### config.mk
export PLATFORM = sky130hd
export DESIGN_NAME = an37_sys_frame_sched
export DESIGN_NICKNAME = d
export VERILOG_FILES = /design/src/rtl/an37_sys_frame_sched.sv
export SDC_FILE = /design/constraint.sdc
export NUM_CORES = 2
export LEC_CHECK = 0
export CORE_AREA = 2 2 456 458
export DETAILED_ROUTE_END_ITERATION = 8
export DIE_AREA = 0 0 458 460
export PLACE_DENSITY = 0.43
export RECOVER_POWER = 100
export SLEW_MARGIN = 20
export SYNTH_ARGS = -nofsm -noshare
export SYNTH_HDL_FRONTEND = slang
export SYNTH_SLANG_ARGS = --single-unit
### constraint.sdc
create_clock -name clk -period 9.1 [get_ports clk]
set_input_delay 0.91 -clock clk [delete_from_list [all_inputs] [get_ports clk]]
set_output_delay 0.91 -clock clk [all_outputs]
set_load 0.02 [all_outputs]
### src/rtl/an37_sys_frame_sched.sv
// ---------------------------------------------------------------------------
// an37_sys_frame_sched
//
// Frame scheduler for the 6x6 systolic AN-code (A=37) Barrett decoder array.
// Collects a valid/ready stream of coded words into an N_WORDS-slot frame,
// presents the whole frame to the array with a one-cycle start pulse, waits
// out the array latency, then streams the decoded words back out in slot
// order. Each decoded word is re-encoded (out*A) and compared with the
// original coded word so that uncorrectable/invalid codes are flagged.
//
// Ports
//   clk        rising-edge clock
//   rst_n      asynchronous active-low reset
//   s_valid    input word valid
//   s_ready    scheduler accepts an input word (IDLE/FILL only)
//   s_data     coded input word (IN_W bits)
//   s_last     closes the current frame early on accept
//   arr_in     frame to the array, slot i at [i*IN_W +: IN_W]
//   arr_start  one-cycle pulse, arr_in frame is valid
//   arr_out    decoded words from the array, slot i at [i*OUT_W +: OUT_W]
//   m_valid    decoded word valid
//   m_ready    consumer accepts decoded word
//   m_data     decoded word (OUT_W bits)
//   m_err      decoded word failed the check m_data*A == slot input
//   m_last     last decoded word of the frame
//   err_cnt    saturating count of transferred words with m_err=1
//   busy       scheduler is not idle
// ---------------------------------------------------------------------------
module an37_sys_frame_sched #(
  parameter int N_WORDS = 36,
  parameter int IN_W    = 18,
  parameter int OUT_W   = 13,
  parameter int A       = 37,
  parameter int ARR_LAT = 2
) (
  input  logic                     clk,
  input  logic                     rst_n,
  input  logic                     s_valid,
  output logic                     s_ready,
  input  logic [IN_W-1:0]          s_data,
  input  logic                     s_last,
  output logic [N_WORDS*IN_W-1:0]  arr_in,
  output logic                     arr_start,
  input  logic [N_WORDS*OUT_W-1:0] arr_out,
  output logic                     m_valid,
  input  logic                     m_ready,
  output logic [OUT_W-1:0]         m_data,
  output logic                     m_err,
  output logic                     m_last,
  output logic [15:0]              err_cnt,
  output logic                     busy
);

  localparam int CW       = $clog2(N_WORDS + 1);
  localparam int PW       = IN_W + 1;
  localparam int WAIT_CYC = ARR_LAT - 1;
  localparam int WW       = (WAIT_CYC > 1) ? $clog2(WAIT_CYC) : 1;

  localparam logic [CW-1:0] LAST_SLOT = CW'(N_WORDS - 1);
  localparam logic [WW-1:0] WAIT_END  = WW'(WAIT_CYC - 1);
  localparam logic [PW-1:0] A_EXT     = PW'(A);

  typedef enum logic [2:0] {
    S_IDLE,
    S_FILL,
    S_FIRE,
    S_WAIT,
    S_DRAIN
  } state_e;

  state_e                    state_q, state_d;
  logic [CW-1:0]             cnt_q, cnt_d;
  logic [CW-1:0]             nvalid_q, nvalid_d;
  logic [CW-1:0]             idx_q, idx_d;
  logic [WW-1:0]             wait_q, wait_d;
  logic [N_WORDS*IN_W-1:0]   arr_in_q, arr_in_d;
  logic [15:0]               err_cnt_q, err_cnt_d;

  logic                      accept;
  logic                      close;
  logic                      xfer;
  logic [OUT_W-1:0]          sel_out;
  logic [IN_W-1:0]           sel_in;
  logic [PW-1:0]             reenc;

  // Slot currently being drained: decoded value from the array and the
  // original coded word it came from.
  assign sel_out = arr_out[idx_q*OUT_W +: OUT_W];
  assign sel_in  = arr_in_q[idx_q*IN_W +: IN_W];

  // Re-encode at IN_W+1 bits so an out-of-range decode cannot alias back
  // onto a valid codeword through truncation.
  assign reenc = PW'(sel_out) * A_EXT;

  assign s_ready = (state_q == S_IDLE) || (state_q == S_FILL);
  assign accept  = s_valid && s_ready;
  assign close   = accept && (s_last || (cnt_q == LAST_SLOT));
  assign xfer    = (state_q == S_DRAIN) && m_ready;

  // Next-state and datapath control. The frame buffer is cleared when the
  // last word drains so that any slot not written by the next frame is 0.
  always_comb begin
    state_d  = state_q;
    cnt_d    = cnt_q;
    nvalid_d = nvalid_q;
    idx_d    = idx_q;
    wait_d   = wait_q;
    arr_in_d = arr_in_q;

    unique case (state_q)
      S_IDLE, S_FILL: begin
        if (accept) begin
          arr_in_d[cnt_q*IN_W +: IN_W] = s_data;
          cnt_d = cnt_q + CW'(1);
          if (close) begin
            nvalid_d = cnt_q + CW'(1);
            state_d  = S_FIRE;
          end else begin
            state_d  = S_FILL;
          end
        end
      end

      S_FIRE: begin
        wait_d = '0;
        if (WAIT_CYC == 0) state_d = S_DRAIN;
        else               state_d = S_WAIT;
      end

      S_WAIT: begin
        wait_d = wait_q + WW'(1);
        if (wait_q == WAIT_END) state_d = S_DRAIN;
      end

      S_DRAIN: begin
        if (xfer) begin
          if (idx_q == nvalid_q - CW'(1)) begin
            idx_d    = '0;
            cnt_d    = '0;
            arr_in_d = '0;
            state_d  = S_IDLE;
          end else begin
            idx_d = idx_q + CW'(1);
          end
        end
      end

      default: state_d = S_IDLE;
    endcase
  end

  // Output decode; everything is driven from registered state so the
  // outputs hold naturally while the consumer stalls.
  always_comb begin
    arr_start = 1'b0;
    m_valid   = 1'b0;
    m_data    = '0;
    m_err     = 1'b0;
    m_last    = 1'b0;

    if (state_q == S_FIRE) arr_start = 1'b1;

    if (state_q == S_DRAIN) begin
      m_valid = 1'b1;
      m_data  = sel_out;
      m_err   = (reenc != {1'b0, sel_in});
      m_last  = (idx_q == nvalid_q - CW'(1));
    end
  end

  // Saturating error counter, only cleared by reset.
  always_comb begin
    err_cnt_d = err_cnt_q;
    if (xfer && m_err && (err_cnt_q != 16'hFFFF)) err_cnt_d = err_cnt_q + 16'd1;
  end

  always_ff @(posedge clk or negedge rst_n) begin
    if (!rst_n) begin
      state_q   <= S_IDLE;
      cnt_q     <= '0;
      nvalid_q  <= '0;
      idx_q     <= '0;
      wait_q    <= '0;
      arr_in_q  <= '0;
      err_cnt_q <= '0;
    end else begin
      state_q   <= state_d;
      cnt_q     <= cnt_d;
      nvalid_q  <= nvalid_d;
      idx_q     <= idx_d;
      wait_q    <= wait_d;
      arr_in_q  <= arr_in_d;
      err_cnt_q <= err_cnt_d;
    end
  end

  assign arr_in  = arr_in_q;
  assign err_cnt = err_cnt_q;
  assign busy    = (state_q != S_IDLE);

endmodule

### Word-level counts from Yosys, hierarchy flattened

Index checks and enable logic that the tools add are counted.

| storage, ports and cells | value |
|---|---|
| logic and storage cells | 71 |
| bits of input ports | 491 |
| bits in registers | 686 |
| output and inout port bits | 683 |

| operators by class | value |
|---|---|
| eq/ne operators | 12 |
| reduce and logical (&&, ||, !) cells | 16 |
| add/subtract/negate cells | 6 |
| multiplexer cells | 22 |
| shift-type cells | 4 |
| multiply operators | 4 |

Operators by type and width:

| operator | number |
|---|---|
| 648-bit 2-to-1 mux | 3 |
| 648-bit one-hot mux with 2 select lines | 1 |
| 648-bit bitwise mux | 1 |
| 18-bit by 34-bit variable shift with 648-bit output, first input constant | 1 |
| 18-bit by 34-bit variable part select with 648-bit output | 1 |
| 648-bit by 12-bit variable part select with 18-bit output | 1 |
| 468-bit by 11-bit variable part select with 13-bit output | 1 |
| 11-bit negator with 34-bit output | 1 |
| 6-bit by 4-bit multiplier with 10-bit output, second input constant | 3 |
| 6-bit 2-to-1 mux | 4 |
| 13-bit by 6-bit multiplier with 19-bit output, second input constant | 1 |
| 19-bit by 18-bit != test with 1-bit output | 1 |
| 16-bit by 1-bit adder with 16-bit output, second input constant | 1 |
| 16-bit != test, second input constant | 1 |
| 13-bit 2-to-1 mux | 1 |
| 6-bit by 1-bit adder with 6-bit output, second input constant | 2 |
| 3-bit 2-to-1 mux | 4 |
| 3-bit one-hot mux with 4 select lines | 1 |
| 6-bit one-hot mux with 2 select lines | 1 |
| 4-bit AND reduction | 2 |
| 3-bit by 2-bit == test with 1-bit output, second input constant | 2 |
| 6-bit == test | 1 |
| 6-bit == test, second input constant | 1 |
| 2-bit != test, second input constant | 3 |
| 16 further kinds | 25 |

### Longest topological paths before layout

| depth | value |
|---|---|
| depth after elaboration | 7 |
| gate-level depth with buffers | 30 |
| gate-level depth less buffers | 22 |

### Worst setup path before layout

OpenSTA, ideal clock, no wires.

| timing | value |
|---|---|
| path kind | flip-flop to output port |
| start | register idx_q[0] |
| end | output port m_err |
| cell stages (with the launch flop) | 28 |
| path buffers | 8 |
| slack | 1.206 ns |
| required time | 8.190 ns |
| arrival | 6.984 ns |
| cells stage by stage | dfrtp_1 -> buf_6 -> buf_6 -> buf_6 -> buf_4 -> buf_4 -> buf_2 -> buf_1 -> mux4_2 -> mux4_2 -> mux2i_1 -> o21ai_0 -> ha_1 -> ha_1 -> inv_1 -> fa_1 -> inv_1 -> ha_1 -> a21o_1 -> a21o_1 -> o21ai_0 -> a21oi_1 -> a2111oi_0 -> xnor2_1 -> nand4_1 -> nor4_4 -> buf_6 -> nor2_1 |

| between the ends | value |
|---|---|
| longest elaborated chain between the ends | 5 |
| elaborated cells between the ends (all ways) | 7 |
| those cells by class | mul: 3; eq/ne: 1; shift: 2; mux: 1 |

RTL lines:

| element | RTL line | source |
|---|---|---|
| start, declared | 74 | `logic [CW-1:0] idx_q, idx_d;` |
| start signal, assigned | 190 | `idx_q <= idx_d;` |
| 6-bit by 4-bit multiplier with 10-bit output | 88 | `assign sel_out = arr_out[idx_q*OUT_W +: OUT_W];` |
| 468-bit by 11-bit variable part select with 13-bit output | 88 |  |
| 13-bit by 6-bit multiplier with 19-bit output | 93 | `assign reenc = PW'(sel_out) * A_EXT;` |
| 19-bit by 18-bit != test with 1-bit output * | 166 | `m_err = (reenc != {1'b0, sel_in});` |
| 1-bit 2-to-1 mux * | 163 | `if (state_q == S_DRAIN) begin` |
| end, declared | 48 | `output logic m_err,` |

Every way passes the cells marked *; elsewhere a longest branch is shown, timed or not.

### Final worst setup path

| timing | value |
|---|---|
| start | register idx_q[0] |
| end | register arr_in_q[449] (netlist: arr_in[449]) |

| between the ends | value |
|---|---|
| longest elaborated chain between the ends | 3 |

RTL lines:

| element | RTL line | source |
|---|---|---|
| 6-bit == test | 137 | `if (idx_q == nvalid_q - CW'(1)) begin` |
| 2-bit by 1-bit != test with 1-bit output (no line) | - |  |
| 4-bit AND reduction (no line) | - |  |
| end signal, assigned | 192 | `arr_in_q <= arr_in_d;` |
| end, declared | 76 | `logic [N_WORDS*IN_W-1:0] arr_in_q, arr_in_d;` |

No other way between the ends.
A chain may end at the register's enable or synchronous reset.

==> metrics.md <==
| Metric | Value |
|---|---|
| FF-to-FF path depth | 12 |
| Via count | 49600 |
| Die W | 458 um |
| Starting Density | 0.208 |
| Crit start category | flip-flop |
| Syn Std Cell Area | 42900 um^2 |
| HPWL Detailed | 322000 um |
| Post-DR wirelength/cell | 47.6 um |
| Maximum clock rate | 0.112 GHz |
| CTS buffer count | 88 |
| Max clock buf depth | 3 |
| Outcome | finished, violations left |
| Clock Skew | 0.0558 ns |
| Yosys reg bits | 686 |
| Power per Cell Area | 469 nW/um^2 |
| Reg2reg start | idx_q[0]$_DFFE_PN0P_ |
| Required @ worst endpoint | 9.75 ns |
| PortBufs | 1173 |
| Drt pass-1 iters | 6 |
| Setup WS pre-CTS | 0.379 ns |
| Core box area | 206000 um^2 |
| Area contributors post-synth | dfrtp_1 40%, mux4_2 12%, nand2_1 5.6%, nand3_1 4.8%, o21ai_0 4.5% |
| Crit path launch | idx_q[0]$_DFFE_PN0P_ |
| EDFF count, synth | 0 |
| Synthesis Warnings | 0 |
| Share of cells above drive strength 1 | 0.131 |
| Busiest grt layer | met2 |
| Via/cell ratio | 5.88 |
| Gr usage total | 0.366 |
| Seq/Total Area, Yosys | 0.400 |
| Std cell rows | 167 |
| Unique masters post-synth | 83 |
| P_leak | 26.1 nW |
| Total Die Area | 211000 um^2 |
| RSZ-0062 raised after global routing | no |
| Post-Synthesis Cells | 4455 |
| Post-DRT Antenna Nets | 0 |
| DR iter-0 viols | 6674 |
| Vias in the first global route | 46900 |
| H-tree levels | 3 |
| Max-slew violation count | 873 |
| Nets | 6174 |
| Syn_nets | 5007 |
| Top_reg_cell synth | dfrtp_1 |
| Worst-path fanout max | 70 |
| Final Hold Fails | 0 |
| Min Tclk post-route | 8.91 ns |
| Initial antenna violation count | 68 |
| Top-area cell type share of the netlist area | 0.400 |
| Failing checks | capacitance limit, slew limit |
| Worst hold path cell count | 1 |
| Setup ws final | 0.189 ns |
| Residual DRC count | 0 |
| CP Class | reg -> reg |
| Met1 usage | 0.411 |
| Clock Latency Late Sink | 0.77 ns |
| Hold Path End | err_cnt[4]$_DFFE_PN0P_ |
| R2R Path End | arr_in[449]$_DFFE_PN0P_ |
| IO Count | 1174 |
| CTS Root Cell | clkbuf_16 |
| GRT overflow | 0 |
| R2R setup slack | 0.19 ns |
| Largest net degree at the start of global routing | 179 |
| Synthesized area per cell | 9.64 um^2 |
| Relative slew slack | -1.69 |
| Hold_buf cts | 0 |
| Post-synth ARST share | 1.00 |
| Final GP Congestion | 1.04 |
| Design Area, Final | 61900 um^2 |
| Slew @ Worst Pin | 4.03 ns |
| Final setup fails | 0 |
| Post-Route WL | 401000 um |
| First-pass GRT wire length | 505000 um |
| Synth area leader | dfrtp_1 |
| CTS tree | done |
| Tcrit/Tclk final | 0.979 |
| Hold slack | 0.490 ns |
| VDD IR-drop max | 0.470 mV |
| Hold_sp | err_cnt[4]$_DFFE_PN0P_ |
| Global Route met3 Usage | 0.124 |
| Die Span Y | 460 um |
| Critical Path End Type | flip-flop |
| Max cap viols | 21 |
| Met2 Track Usage GR | 0.568 |
| CP arrival | 9.56 ns |
| Hold Crit Class | reg -> reg |
| CTS Sinks | 686 |
| Clock-pin slew on the worst setup and hold paths | 0.06 ns |
| DP Area | 58900 um^2 |
| Area Overhead vs Synth | 44.2% |
| Setup TNS | 0 ns |
==> worst max-delay path, stage by stage, from the launching register on <==
cell      delay, ns
dfrtp_4        0.46
buf_4          0.55
buf_12         0.47
xor2_1         0.20
o211ai_1       0.11
nor2_1         0.29
nand3_1        1.12
a21oi_1        1.39
and3_1         1.42
nand2_1        0.75
nor2_2         0.24
clkbuf_1       1.18
a22o_1         0.32
==> cells in the mapped netlist, types with 41 or more instances <==
| library cell | number |
|---|---|
| dfrtp_1 | 686 |
| a21oi_1 | 200 |
| ha_1 | 51 |
| o21ai_0 | 389 |
| clkbuf_1 | 210 |
| a22o_1 | 104 |
| inv_1 | 64 |
| o31ai_1 | 162 |
| nand3_1 | 410 |
| nor2_1 | 226 |
| nor3_1 | 73 |
| mux4_2 | 230 |
| buf_1 | 47 |
| a32o_1 | 57 |
| a22oi_1 | 59 |
| and2_1 | 41 |
| o22ai_1 | 58 |
| nand2_1 | 643 |
| mux2i_1 | 156 |
| mux2_2 | 47 |
==> power breakdown <==
| part | total, mW | switching (mW) | internal [mW] |
|---|---|---|---|
| logic | 21.5 | 15.5 | 6.02 |
| clock network | 3.73 | 1.63 | 2.10 |
| registers | 3.85 | 0.498 | 3.35 |
==> sequential cells by signal, summed over array words and instances (netlist names) <==
| signal | flops |
|---|---|
| arr_in | 648 |
| cnt_q | 6 |
| err_cnt | 16 |
| idx_q | 6 |
| nvalid_q | 6 |
| state_q | 3 |
| wait_q | 1 |
==> how the worst max path moves through the flow <==
stage	endpoint	slack [ns]
global placement	m_err	0.28
CTS	m_err	0.08
global route	m_err	0.03
finish	arr_in[449]$_DFFE_PN0P_	0.19
floorplan	m_err	1.21
detailed placement	m_err	0.38
==> layer usage <==
layer  up-vias  wire, um  share of wire
met5         -       240        0.00060
met3      1043     42200           0.11
li1      19300         -              -
met2      3643    177000           0.44
met1     25600    141000           0.35
met4        24     39700          0.099
==> kinds of logic (layout without fill, tap and decap cells) <==
family	after synthesis	in the layout	synth area share
other cells	0	35	0
buf+inv	392	1628	0.0399
compound gates	1251	1251	0.192
xor+xnor	56	56	0.0121
fa+ha+maj	61	61	0.0195
flops	686	686	0.400
simple gates	1574	1574	0.167
mux	435	435	0.170
==> final cells by class <==
class	count	area, um^2
antenna	35	87.6
inverter	66	248
tap	2704	3380
clock buffer	122	2540
fill	21700	144000
timing repair buffer	1403	13500
clock inverter	37	418
multi-input combinational	3377	24500
sequential	686	17200
==> cell usage in the layout, fill, tap and decap left out, types with 24 or more instances in the layout <==
cell and n:
a21oi_1 194, a22o_1 104, a22oi_1 58, a31oi_1 27
a32o_1 57, and2_1 37, and3_1 37, buf_4 189
clkbuf_1 35, clkbuf_16 89, clkdlybuf4s50_1 493, dfrtp_1 682
diode_2 35, dlygate4sd3_1 679, ha_1 51, inv_1 64
mux2_2 47, mux2i_1 155, mux4_2 230, nand2_1 641
nand3_1 410, nor2_1 195, nor2_2 26, nor3_1 64
nor4_1 24, o211ai_1 35, o21ai_0 381, o22ai_1 49
o31ai_1 162, xor2_1 25
==> stage by stage <==
step | std cells | total power [mW] | util
floorplan | 4455 | 13.7 | -
global placement | 8223 | 24.7 | 0.286
detailed placement | 8223 | 24.6 | 0.286
CTS | 8391 | 28.4 | 0.301
global route | 8410 | 29.5 | 0.300
finish | 8430 | 29.1 | 0.301
==> timing repair <==
item,4_1_cts,5_1_grt
resized for setup,0,1
pin swaps,1,0
setup buffers,9,1
setup endpoints to repair,1,1
Power figures use the tool's default switching activity.
